[src/rtl/bp_pkg.sv]
// Shared branch-prediction types and next-PC arithmetic used by fetch,
// branch_predictor and branch_resolve_unit.
package bp_pkg;

  localparam int BP_ADDR_W = 32;

  typedef logic [BP_ADDR_W-1:0] bp_addr_t;

  localparam bp_addr_t PC_STEP = bp_addr_t'(4);

  typedef struct packed {
    bp_addr_t pc;
    logic     pvalid;
    bp_addr_t paddr;
  } bp_entry_t;

  // Sequential fall-through wraps modulo the address width.
  function automatic bp_addr_t next_pc(input bp_addr_t pc, input logic taken,
                                       input bp_addr_t target);
    return taken ? target : pc + PC_STEP;
  endfunction

endpackage

[src/rtl/bru_fifo.sv]
// In-order tracking queue of fetched predictions; flush takes priority over
// push and pop, and a push while full is accepted only alongside a pop.
module bru_fifo
  import bp_pkg::*;
#(
  parameter int DEPTH = 4
) (
  input  logic      clk,
  input  logic      rst_n,
  input  logic      push,
  input  bp_entry_t push_data,
  input  logic      pop,
  input  logic      flush,
  output logic      full,
  output logic      empty,
  output bp_entry_t head
);

  localparam int IDX_W = $clog2(DEPTH);
  localparam int PTR_W = IDX_W + 1;

  logic [PTR_W-1:0] wr_ptr;
  logic [PTR_W-1:0] rd_ptr;
  bp_entry_t        mem [DEPTH];
  logic             do_push;
  logic             do_pop;

  assign do_pop  = pop && !empty;
  assign do_push = push && (!full || do_pop);

  // Extra pointer MSB distinguishes full from empty when the indices match.
  assign empty = (wr_ptr == rd_ptr);
  assign full  = (wr_ptr[IDX_W] != rd_ptr[IDX_W]) &&
                 (wr_ptr[IDX_W-1:0] == rd_ptr[IDX_W-1:0]);
  assign head  = mem[rd_ptr[IDX_W-1:0]];

  always_ff @(posedge clk or negedge rst_n) begin
    if (!rst_n) begin
      wr_ptr <= '0;
      rd_ptr <= '0;
    end else if (flush) begin
      wr_ptr <= '0;
      rd_ptr <= '0;
    end else begin
      if (do_push) wr_ptr <= wr_ptr + PTR_W'(1);
      if (do_pop)  rd_ptr <= rd_ptr + PTR_W'(1);
    end
  end

  always_ff @(posedge clk) begin
    if (do_push && !flush) mem[wr_ptr[IDX_W-1:0]] <= push_data;
  end

endmodule

[src/rtl/branch_resolve_unit.sv]
// Execute-side resolver: checks each resolved instruction against the
// prediction recorded at fetch, feeds the predictor and redirects on mispredict.
module branch_resolve_unit
  import bp_pkg::*;
#(
  parameter int DEPTH  = 4,
  parameter int ADDR_W = 32,
  parameter int CNT_W  = 16
) (
  input  logic              clk,
  input  logic              rst_n,
  input  logic              f_fire,
  input  logic [ADDR_W-1:0] f_pc,
  input  logic              f_predict_valid,
  input  logic [ADDR_W-1:0] f_predict_addr,
  output logic              f_stall,
  input  logic              x_valid,
  input  logic [ADDR_W-1:0] x_pc,
  input  logic              x_is_branch,
  input  logic              x_taken,
  input  logic [ADDR_W-1:0] x_target,
  output logic              x_res_valid,
  output logic [ADDR_W-1:0] x_res_pc,
  output logic              x_predict_res,
  output logic              redirect_valid,
  output logic [ADDR_W-1:0] redirect_pc,
  output logic              order_err,
  output logic [CNT_W-1:0]  mispredict_cnt
);

  logic        full;
  logic        empty;
  bp_entry_t   head;
  bp_entry_t   push_entry;
  logic        resolve;
  logic        actual_taken;
  logic        mispredict;
  logic        proto_err;
  bp_addr_t    pred_next;
  bp_addr_t    act_next;

  always_comb begin
    push_entry        = '0;
    push_entry.pc     = bp_addr_t'(f_pc);
    push_entry.pvalid = f_predict_valid;
    push_entry.paddr  = bp_addr_t'(f_predict_addr);
  end

  bru_fifo #(.DEPTH(DEPTH)) u_fifo (
    .clk       (clk),
    .rst_n     (rst_n),
    .push      (f_fire),
    .push_data (push_entry),
    .pop       (resolve),
    .flush     (mispredict),
    .full      (full),
    .empty     (empty),
    .head      (head)
  );

  assign f_stall      = full;
  assign resolve      = x_valid && !empty;
  assign actual_taken = x_is_branch && x_taken;
  assign pred_next    = next_pc(head.pc, head.pvalid, head.paddr);
  assign act_next     = next_pc(bp_addr_t'(x_pc), actual_taken, bp_addr_t'(x_target));
  assign mispredict   = resolve && (ADDR_W'(pred_next) != ADDR_W'(act_next));

  // A PC mismatch still resolves against the head's prediction; it only flags.
  assign proto_err = (f_fire && full && !resolve) ||
                     (x_valid && empty) ||
                     (resolve && (ADDR_W'(head.pc) != x_pc));

  always_ff @(posedge clk or negedge rst_n) begin
    if (!rst_n) begin
      x_res_valid    <= 1'b0;
      x_res_pc       <= '0;
      x_predict_res  <= 1'b0;
      redirect_valid <= 1'b0;
      redirect_pc    <= '0;
      order_err      <= 1'b0;
      mispredict_cnt <= '0;
    end else begin
      x_res_valid    <= resolve && (x_is_branch || head.pvalid);
      redirect_valid <= mispredict;
      if (resolve) begin
        x_res_pc      <= x_pc;
        x_predict_res <= actual_taken;
      end
      if (mispredict) begin
        redirect_pc <= ADDR_W'(act_next);
        if (mispredict_cnt != '1) mispredict_cnt <= mispredict_cnt + CNT_W'(1);
      end
      if (proto_err) order_err <= 1'b1;
    end
  end

endmodule

[config.mk]
export PLATFORM = sky130hd
export DESIGN_NAME = branch_resolve_unit
export DESIGN_NICKNAME = d
export VERILOG_FILES = /design/src/rtl/bp_pkg.sv /design/src/rtl/bru_fifo.sv /design/src/rtl/branch_resolve_unit.sv
export SDC_FILE = /design/constraint.sdc
export NUM_CORES = 1
export LEC_CHECK = 0
export CAP_MARGIN = 40
export CORE_MARGIN = 10
export CORE_UTILIZATION = 45
export CTS_CLUSTER_SIZE = 40
export DETAILED_ROUTE_END_ITERATION = 16
export PLACE_DENSITY = 0.74
export RECOVER_POWER = 25
export SLEW_MARGIN = 20
export SYNTH_ARGS = -nofsm -noshare
export SYNTH_HDL_FRONTEND = slang
export SYNTH_HIERARCHICAL = 1
export SYNTH_SLANG_ARGS = --single-unit
[constraint.sdc]
create_clock -name clk -period 5.95 [get_ports clk]
set_clock_uncertainty 0.05 [all_clocks]
set_input_delay 1.19 -clock clk [delete_from_list [all_inputs] [get_ports clk]]
set_output_delay 1.19 -clock clk [all_outputs]
set_load 0.005 [all_outputs]
Word level (Yosys, flattened, before mapping):

Memories as Yosys holds them, arrays and structs flattened.
Index checks and enable logic that the tools add are counted.

* $add $sub $neg: 5
* eq/ne operators: 6
* multiplexer cells: 8
* reductions and logical operators: 23

Operators by type and width (count)
* 32-bit by 3-bit adder with 32-bit output (second input constant): 2
* 32-bit 2-to-1 mux: 2
* 32-bit != test: 2
* 16-bit by 1-bit adder with 16-bit output (second input constant): 1
* 16-bit != test (second input constant): 1
* 1-bit logical AND: 12
* 3-bit 2-to-1 mux: 4
* 3-bit by 1-bit adder with 3-bit output (second input constant): 2
* 1-bit zero test: 4
* 1-bit logical OR: 4
* 2-bit nonzero test: 2
* 3-bit equality test: 1
* 2-bit equality test: 1
* 1-bit 2-to-1 mux: 2
* 2-bit AND reduction: 1
* 1-bit != test: 1

* register bits after elaboration: 90
* memory bits (writable): 260
* output and inout bits: 85
* word-level logic and storage cells: 52
* memories: 1

Memory list
* u_fifo.mem: depth 4, width 65, read ports 1, clocked after Yosys merged registers in 0, write ports 1, line bru_fifo.sv:24 `bp_entry_t mem [DEPTH];`

Logic depth before layout (Yosys ltp):

Gate-level depths: netlist of run 1.

* word-level depth: 9
* mapped depth: 21

By module:

The synthesis of run 1 kept the hierarchy.

Modules (own cells, without submodules)
* bru_fifo: instances 1, cells an instance 395, area an instance 9924.5 um^2, seq. area each 7957.6 um^2
* branch_resolve_unit: instances 1, cells an instance 729, area an instance 6073.3 um^2, seq. area each 2102.0 um^2

Worst setup path after synthesis of run 1:

OpenSTA, ideal clock, no wires.

* path kind: input port to flip-flop
* start: input x_pc[10]
* end: memory u_fifo/mem[1][0] (netlist name), enable pin
* setup time: 0.430 ns
* data arrival time: 5.947 ns
* slack: -0.477 ns
* stages: 15
* buffers on the path: 3
* path through: clkbuf_2 > nand4_2 > or4_4 > or4b_2 > nand3_1 > xor2_1 > nor4_1 > nand4_1 > o31ai_4 > buf_6 > buf_6 > inv_1 > nand2b_1 > a41oi_1 > and2_1

* longest elaborated chain between the ends: 8

RTL lines
* from (decl): line branch_resolve_unit.sv:18 `input logic [ADDR_W-1:0] x_pc,`
* 32-bit by 3-bit adder with 32-bit output: line bp_pkg.sv:20 `return taken ? target : pc + PC_STEP;`
* 32-bit 2-to-1 mux: line bp_pkg.sv:20
* 32-bit != test: line branch_resolve_unit.sv:66 `assign mispredict = resolve && (ADDR_W'(pred_next) != ADDR_W'(act_next));`
* 1-bit logical AND: line branch_resolve_unit.sv:66
* via mispredict: line branch_resolve_unit.sv:37 `logic mispredict;`
* 1-bit zero test: line bru_fifo.sv:51 `if (do_push && !flush) mem[wr_ptr[IDX_W-1:0]] <= push_data;`
* 1-bit logical AND: line bru_fifo.sv:51
* 1-bit 2-to-1 mux: line bru_fifo.sv:51
* 1-bit 2-to-1 mux (implied by the code): line bru_fifo.sv:51
* to (decl): line bru_fifo.sv:24

The timed path passes the listed nets, and every way through them passes these cells.

==> flow_summary.json, run 1 <==
{
  "slew_viol_final": 34,
  "cts_tree": "done",
  "overflow": 0,
  "drc": 0,
  "antenna_left": 0,
  "regArea_um2": 10060,
  "hold_end": "redirect_pc[3]$_DFFE_PN0P_",
  "crit_type": "reg -> reg",
  "layout_worst_path_cycle_share_pct": 92.91,
  "stdcell_area_um2": 20130,
  "drt_first_pass_iters": 5,
  "setup_viol": 0,
  "syn_avg_cell_area_um2": 14.23,
  "reg2reg_slack_ns": 0.42,
  "cts_sinks": 350,
  "ys_seq_area_share_pct": 62.88,
  "hp-class": "reg -> reg",
  "crit_path_end_kind": "flip-flop",
  "violations": "max-capacitance violations, max-slew violations",
  "fin_tns_setup_ns": 0,
  "critPathArrivalTime_ns": 5.67,
  "clock_path_buffers": 3,
  "drt_iter0_markers": 1044,
  "synth_warnings": 6,
  "syn_inst": 1124,
  "tightestPinTransition_ns": 1.829,
  "row_count": 68,
  "grt_pass1_vias": 10813,
  "die_y_um": 208.6,
  "p_leak_nw": 7.122,
  "r2r_start": "u_fifo/rd_ptr[0]$_DFFE_PN0P_",
  "wl_per_cell_um": 24.26,
  "grt_usage_pct": 20.17,
  "io_pins": 220,
  "critPathMaxFanout": 46,
  "cts-resized-gates": 0,
  "place_congestion": 0.9016,
  "hold_buffers": 0,
  "reg2reg_depth": 14,
  "power.density_nw_per_um2": 455.9,
  "insertion_delay_ns": 0.53,
  "cts_root_buffer": "clkbuf_16",
  "area_growth_pct": 25.83,
  "startpoint_type": "flip-flop",
  "vias_per_cell": 5.680,
  "nFillCells": 2682,
  "grt_max_degree": 59,
  "fmax_ghz": 0.1809,
  "synth_nets": 1267,
  "hold_viol": 0,
  "ys_ff_latch": 350,
  "synth-edff-count": 260,
  "vdd_drop_max_v": 0.0002717,
  "multi_input_area_um2": 5514,
  "fin_crit_ns": 5.528,
  "core_region_area_um2": 34800,
  "dpl-instance-area_um2": 18900,
  "synth_ff_type": "edfxtp_1",
  "grt_pass1_wl_um": 68190,
  "routed_wl_um": 45240,
  "num_vias": 10594,
  "min_from": "redirect_pc[3]$_DFFE_PN0P_",
  "cts_setup_buffers": 0,
  "cts_made_buffers": 37,
  "slew_headroom_pct": -21.91,
  "drive_above_1_share_pct": 16.09,
  "port_buffers": 219,
  "rsz0062_at_grt": "no",
  "hpwl_um": 33440,
  "clk_pin_slew_worst_paths_ns": 0.06,
  "async_flop_share_pct": 25.71,
  "syn_area_um2": 16000,
  "fin_nets": 1520,
  "h-tree-depth": 2,
  "reg2reg_to": "u_fifo/mem[0][45]$_DFFE_PP_",
  "die-area_um2": 43490,
  "hold_path_depth": 1,
  "synth_cell_types": 67,
  "status": "finished, violations left",
  "antenna_found_initial": 7,
  "initial_core_util_pct": 45.97,
  "cp_data_required_time_ns": 6.09,
  "fp.dieW_um": 208.6,
  "drv_cap": 1
}
-- metrics by stage --
stage | setup WS [ns] | utilization (%) | instances | hold slack (ns) | total power [mW]
after floorplan | 0.2273 | - | 1124 | 0.4178 | 5.468
after global placement | 0.2660 | 54.32 | 1793 | 0.4089 | 6.836
after detailed placement | 0.2080 | 54.32 | 1793 | 0.4157 | 6.903
after CTS | 0.4599 | 57.82 | 1860 | 0.4282 | 9.235
after global routing | 0.1305 | 57.82 | 1861 | 0.4493 | 9.610
final | 0.4218 | 57.85 | 1865 | 0.4274 | 9.176
-- worst max-delay path by stage --
stage | from | end | slack [ns] | cells past startpoint
2_1_floorplan | x_pc[10] | u_fifo/mem[0][0]$_DFFE_PP_ | 0.23 | 15
3_3_place_gp | x_pc[24] | u_fifo/mem[0][44]$_DFFE_PP_ | 0.27 | 14
3_5_place_dp | x_pc[6] | u_fifo/mem[2][13]$_DFFE_PP_ | 0.21 | 15
4_1_cts | u_fifo/rd_ptr[0]$_DFFE_PN0P_ | u_fifo/mem[0][51]$_DFFE_PP_ | 0.46 | 14
5_1_grt | u_fifo/rd_ptr[0]$_DFFE_PN0P_ | u_fifo/mem[0][51]$_DFFE_PP_ | 0.13 | 14
6_report | u_fifo/rd_ptr[0]$_DFFE_PN0P_ | u_fifo/mem[0][45]$_DFFE_PP_ | 0.42 | 14
-- per-layer routing --
layer,up-vias,track usage [%],wire [um]
li1,4752,-,-
met1,5268,27.72,19460
met2,503,31.59,20920
met3,69,5.062,4058
met4,2,4.674,792
met5,-,0,13
-- critical path: stages, from the launching register on --
cell,delay [ns]
dfrtp_4,0.81
mux4_2,0.82
buf_4,0.32
mux2i_1,0.38
xor2_1,0.13
nor4_1,0.28
nand4_1,0.12
nor4_1,0.35
nand4_1,0.26
o31ai_4,0.32
inv_1,0.08
nand2b_1,0.15
a41oi_1,0.48
and2_2,0.30
buf_12,0.28
-- layout make-up --
| type | instances | share of cell area [%] |
|---|---|---|
| clock inverter | 20 | 1.162 |
| timing repair buffer | 274 | 13.22 |
| multi-input combinational | 690 | 27.39 |
| tap | 455 | 2.828 |
| inverter | 24 | 0.4475 |
| antenna | 5 | 0.06216 |
| sequential | 350 | 50.00 |
| clock buffer | 47 | 4.886 |
-- synthesized netlist by cell type, types with 12 or more instances --
| cell type | number | area (um2) |
|---|---|---|
| nor3_1 | 20 | 100.1 |
| nand2_1 | 142 | 533.0 |
| xnor2_1 | 62 | 543.0 |
| nor2_1 | 48 | 180.2 |
| a31oi_1 | 13 | 81.33 |
| mux2i_1 | 15 | 150.1 |
| xor2_1 | 43 | 376.6 |
| nand4_1 | 30 | 187.7 |
| mux2_2 | 23 | 259.0 |
| buf_2 | 13 | 65.06 |
| edfxtp_1 | 260 | 7807 |
| clkbuf_1 | 27 | 101.4 |
| buf_6 | 12 | 135.1 |
| nor4_1 | 20 | 125.1 |
| o21ai_0 | 41 | 205.2 |
| nand3_1 | 38 | 190.2 |
| inv_1 | 23 | 86.33 |
| dfrtp_1 | 90 | 2252 |
| mux4_2 | 65 | 1464 |
-- sequential cells by signal, summed over array words and instances, names as in the netlist --
name,flops
order_err,1
mispredict_cnt,16
u_fifo/mem,260
redirect_valid,1
redirect_pc,32
x_predict_res,1
u_fifo/wr_ptr,3
x_res_valid,1
u_fifo/rd_ptr,3
x_res_pc,32
-- layout by cell type, fill, tap and decap left out, types with 5 or more instances in the layout --
cell             netlist  final
clkdlybuf4s50_1        0    175
mux4_2                65     65
clkinv_2               0      7
buf_4                  1     50
or4_1                  7      7
inv_1                 23     23
buf_12                 0      5
clkbuf_1              27      9
nor3_1                20     20
ha_1                   8      8
diode_2                0      5
o31ai_1                5      5
a31oi_1               13     13
dfrtp_1               90     88
nand3_1               38     38
nor2_1                48     48
xor2_1                43     43
nand2b_1              11     11
bufinv_16              0      5
nand4_1               30     30
dlygate4sd3_1          0     43
mux2_1                 8      8
or3_1                 11     11
nand2_1              142    142
o21ai_0               41     41
mux2i_1               15     15
a21oi_1               10     10
xnor2_1               62     62
edfxtp_1             260    260
mux2_2                23     23
clkbuf_16              0     37
nor4_1                20     20
and3_1                 7      7
-- report_power, final --
group	internal, mW	total [mW]	switching (mW)
combinational	1.54	3.27	1.74
sequential	3.26	3.58	0.321
clock	1.39	2.32	0.929
total	6.19	9.18	2.99
-- logic make-up after synthesis --
logic type	Yosys count	synth area share [%]
AO/OA/AOI/OAI	103	4.317
XOR/XNOR	108	6.124
adder cells (fa/ha/maj)	8	0.6257
buffers and inverters	84	2.683
flip-flops	350	62.88
multiplexers	111	12.27
AND/OR/NAND/NOR	360	11.10
Power figures use the tool's default switching activity.
==> run 2: changes to the inputs <==
- ABC_CLOCK_PERIOD_IN_PS: unset -> 5950
- HOLD_SLACK_MARGIN: unset -> 0.03
==> results of run 2 <==
No change in the layout: final DEF, timing and power equal those of run 1.
==> run 3: changes to the inputs <==
- GPL_ROUTABILITY_DRIVEN: unset -> 0
==> run 3 against run 2 <==
Net effect:
- critical path depth unchanged
- combinational power is essentially flat
- via count rose by 0.16%
- clock power fell by 9.1%
- the flow still finishes with violations (max-capacitance violations, max-slew violations)
- highest routed layer unchanged
- critical endpoint is now u_fifo/mem[3][6]$_DFFE_PP_
- flip-flop and latch count did not move
- setup slack better by 0.15 ns
- critical path type unchanged
==> flow_summary.json, run 3 (same netlist as run 1, synthesis figures left out) <==
{
  "grt_usage_pct": 19.98,
  "nFillCells": 2748,
  "fmax_ghz": 0.1860,
  "drt_first_pass_iters": 5,
  "crit_path_end_kind": "flip-flop",
  "clk_pin_slew_worst_paths_ns": 0.06,
  "cpLargestDelayFamily": "simple AND/OR/NAND/NOR gates",
  "combPwrFrac_pct": 36.7,
  "status": "finished, violations left",
  "drt_iter0_markers": 843,
  "overflow": 0,
  "final_cell_mix": "edfxtp_1 (260), clkdlybuf4s50_1 (180), nand2_1 (142)",
  "insertion_delay_ns": 0.52,
  "critPathBufInv": 3,
  "hold_buffers": 0,
  "final_common_cell": "edfxtp_1",
  "critPathArrivalTime_ns": 5.51,
  "p_clk_share_pct": 23.6,
  "startpoint_type": "flip-flop",
  "cp_data_required_time_ns": 6.08,
  "row_count": 68,
  "grt_pass1_wl_um": 67440,
  "p_total_mw": 8.967,
  "cts_sinks": 350,
  "cts_made_buffers": 36,
  "rsz0062_at_grt": "no",
  "grt_pass1_vias": 10820,
  "switchingPower_mw": 2.954,
  "cts_tree": "done",
  "vias_per_cell": 5.708,
  "clock_path_buffers": 3,
  "critPathMaxFanout": 50,
  "slew_headroom_pct": -67.70,
  "p_int_mw": 6.013,
  "cts-resized-gates": 0,
  "crit_chain": "mux4_2 -> inv_1 -> mux2i_1 -> xor2_1 -> nor4_1 -> nand4_1 -> nor4_1 -> nand4_1 -> o31ai_4 -> inv_1 -> nand2b_1 -> a41oi_1 -> and2_2 -> buf_12",
  "die-area_um2": 43490,
  "h-tree-depth": 2,
  "fin_nets": 1517,
  "crit_type": "reg -> reg",
  "wl_per_cell_um": 23.98,
  "hpwl_um": 33090,
  "vdd_drop_max_v": 0.0002880,
  "stdcell_count": 1859,
  "multi_input_area_um2": 5514,
  "slowest_stage": "mux4_2",
  "largest_reg_flops": 260,
  "drc": 0,
  "seq_power_share_pct": 39.7,
  "dpl-instance-area_um2": 18900,
  "tightestPinTransition_ns": 2.515,
  "slew_viol_final": 46,
  "grt_max_degree": 55,
  "die_y_um": 208.6,
  "fp.dieW_um": 208.6,
  "io_pins": 220,
  "dp_cells": 1791,
  "regArea_um2": 10060,
  "fin_crit_ns": 5.377,
  "stdcell_area_um2": 20010,
  "num_vias": 10611,
  "fin_tns_setup_ns": 0,
  "cts_root_buffer": "clkbuf_16",
  "hold_viol": 0,
  "core_region_area_um2": 34800,
  "routed_wl_um": 44580,
  "antenna_left": 0,
  "initial_core_util_pct": 45.97,
  "layout_worst_path_cycle_share_pct": 90.36,
  "port_buffers": 219,
  "area_growth_pct": 25.09,
  "drive_above_1_share_pct": 15.67,
  "drv_cap": 1,
  "p_sw_share_pct": 32.94,
  "power.density_nw_per_um2": 448.1,
  "hp-class": "reg -> reg",
  "p_leak_nw": 7.043,
  "max_stage_delay_ns": 0.83,
  "cts_setup_buffers": 0,
  "setup_viol": 0,
  "violations": "max-capacitance violations, max-slew violations",
  "antenna_found_initial": 7
}
## run 3: power groups by stage
stage	Combinational [mW]	Clock, mW	Sequential (mW)
after floorplan	1.94	0	3.53
after global placement	3.26	0	3.58
after detailed placement	3.30	0	3.61
after CTS	3.31	2.15	3.57
after global routing	3.55	2.25	3.63
final	3.29	2.11	3.56
## run 3: final cells by class
cell class	count	share of cell area, %
repair buffers	272	13.29
diodes	6	0.07503
clock buffers	42	4.664
clock inverters	20	0.8316
multi-input cells	690	27.55
well taps	455	2.845
flip-flops and latches	350	50.29
inverters	24	0.4502
## run 3: metal layers
| layer | track usage (%) | vias up | part of all wire (%) |
|---|---|---|---|
| met5 | 0 | - | 0.025 |
| met4 | 6.083 | 2 | 2.6 |
| met3 | 6.305 | 78 | 10 |
| met2 | 30.42 | 518 | 45 |
| met1 | 26.84 | 5274 | 42 |
| li1 | - | 4739 | - |
## run 3: path summary, 6_finish.rpt
kind                       slack, ns  cells after the start                            end                    startpoint
max                             0.57                     14     u_fifo/mem[3][6]$_DFFE_PP_  u_fifo/rd_ptr[0]$_DFFE_PN0P_
min                             0.43                      2        x_res_pc[0]$_DFFE_PN0P_       x_res_pc[0]$_DFFE_PN0P_
max reg2reg                     0.57                     14     u_fifo/mem[3][6]$_DFFE_PP_  u_fifo/rd_ptr[0]$_DFFE_PN0P_
min reg2reg                     0.43                      2        x_res_pc[0]$_DFFE_PN0P_       x_res_pc[0]$_DFFE_PN0P_
max in group asynchronous       2.67                      1   u_fifo/rd_ptr[0]$_DFFE_PN0P_                         rst_n
min in group asynchronous       1.40                      1  mispredict_cnt[3]$_DFFE_PN0P_                         rst_n
## run 3: stage by stage
stage	utilization, %	hold WS, ns	setup slack (ns)
5_1_grt	57.48	0.4431	0.1392
3_3_place_gp	54.31	0.4095	0.2511
3_5_place_dp	54.31	0.4125	0.1755
2_1_floorplan	-	0.4178	0.2273
4_1_cts	57.48	0.4262	0.4949
6_report	57.51	0.4253	0.5735
## run 3: worst register-to-register path, delay by kind of cell, from the launching register on
| family | cells | cell delay, ns |
|---|---|---|
| AND/OR/NAND/NOR | 6 | 1.46 |
| multiplexers | 2 | 1.18 |
| flip-flops | 1 | 0.75 |
| buffers and inverters | 3 | 0.74 |
| AO/OA/AOI/OAI | 2 | 0.70 |
| XOR/XNOR | 1 | 0.10 |
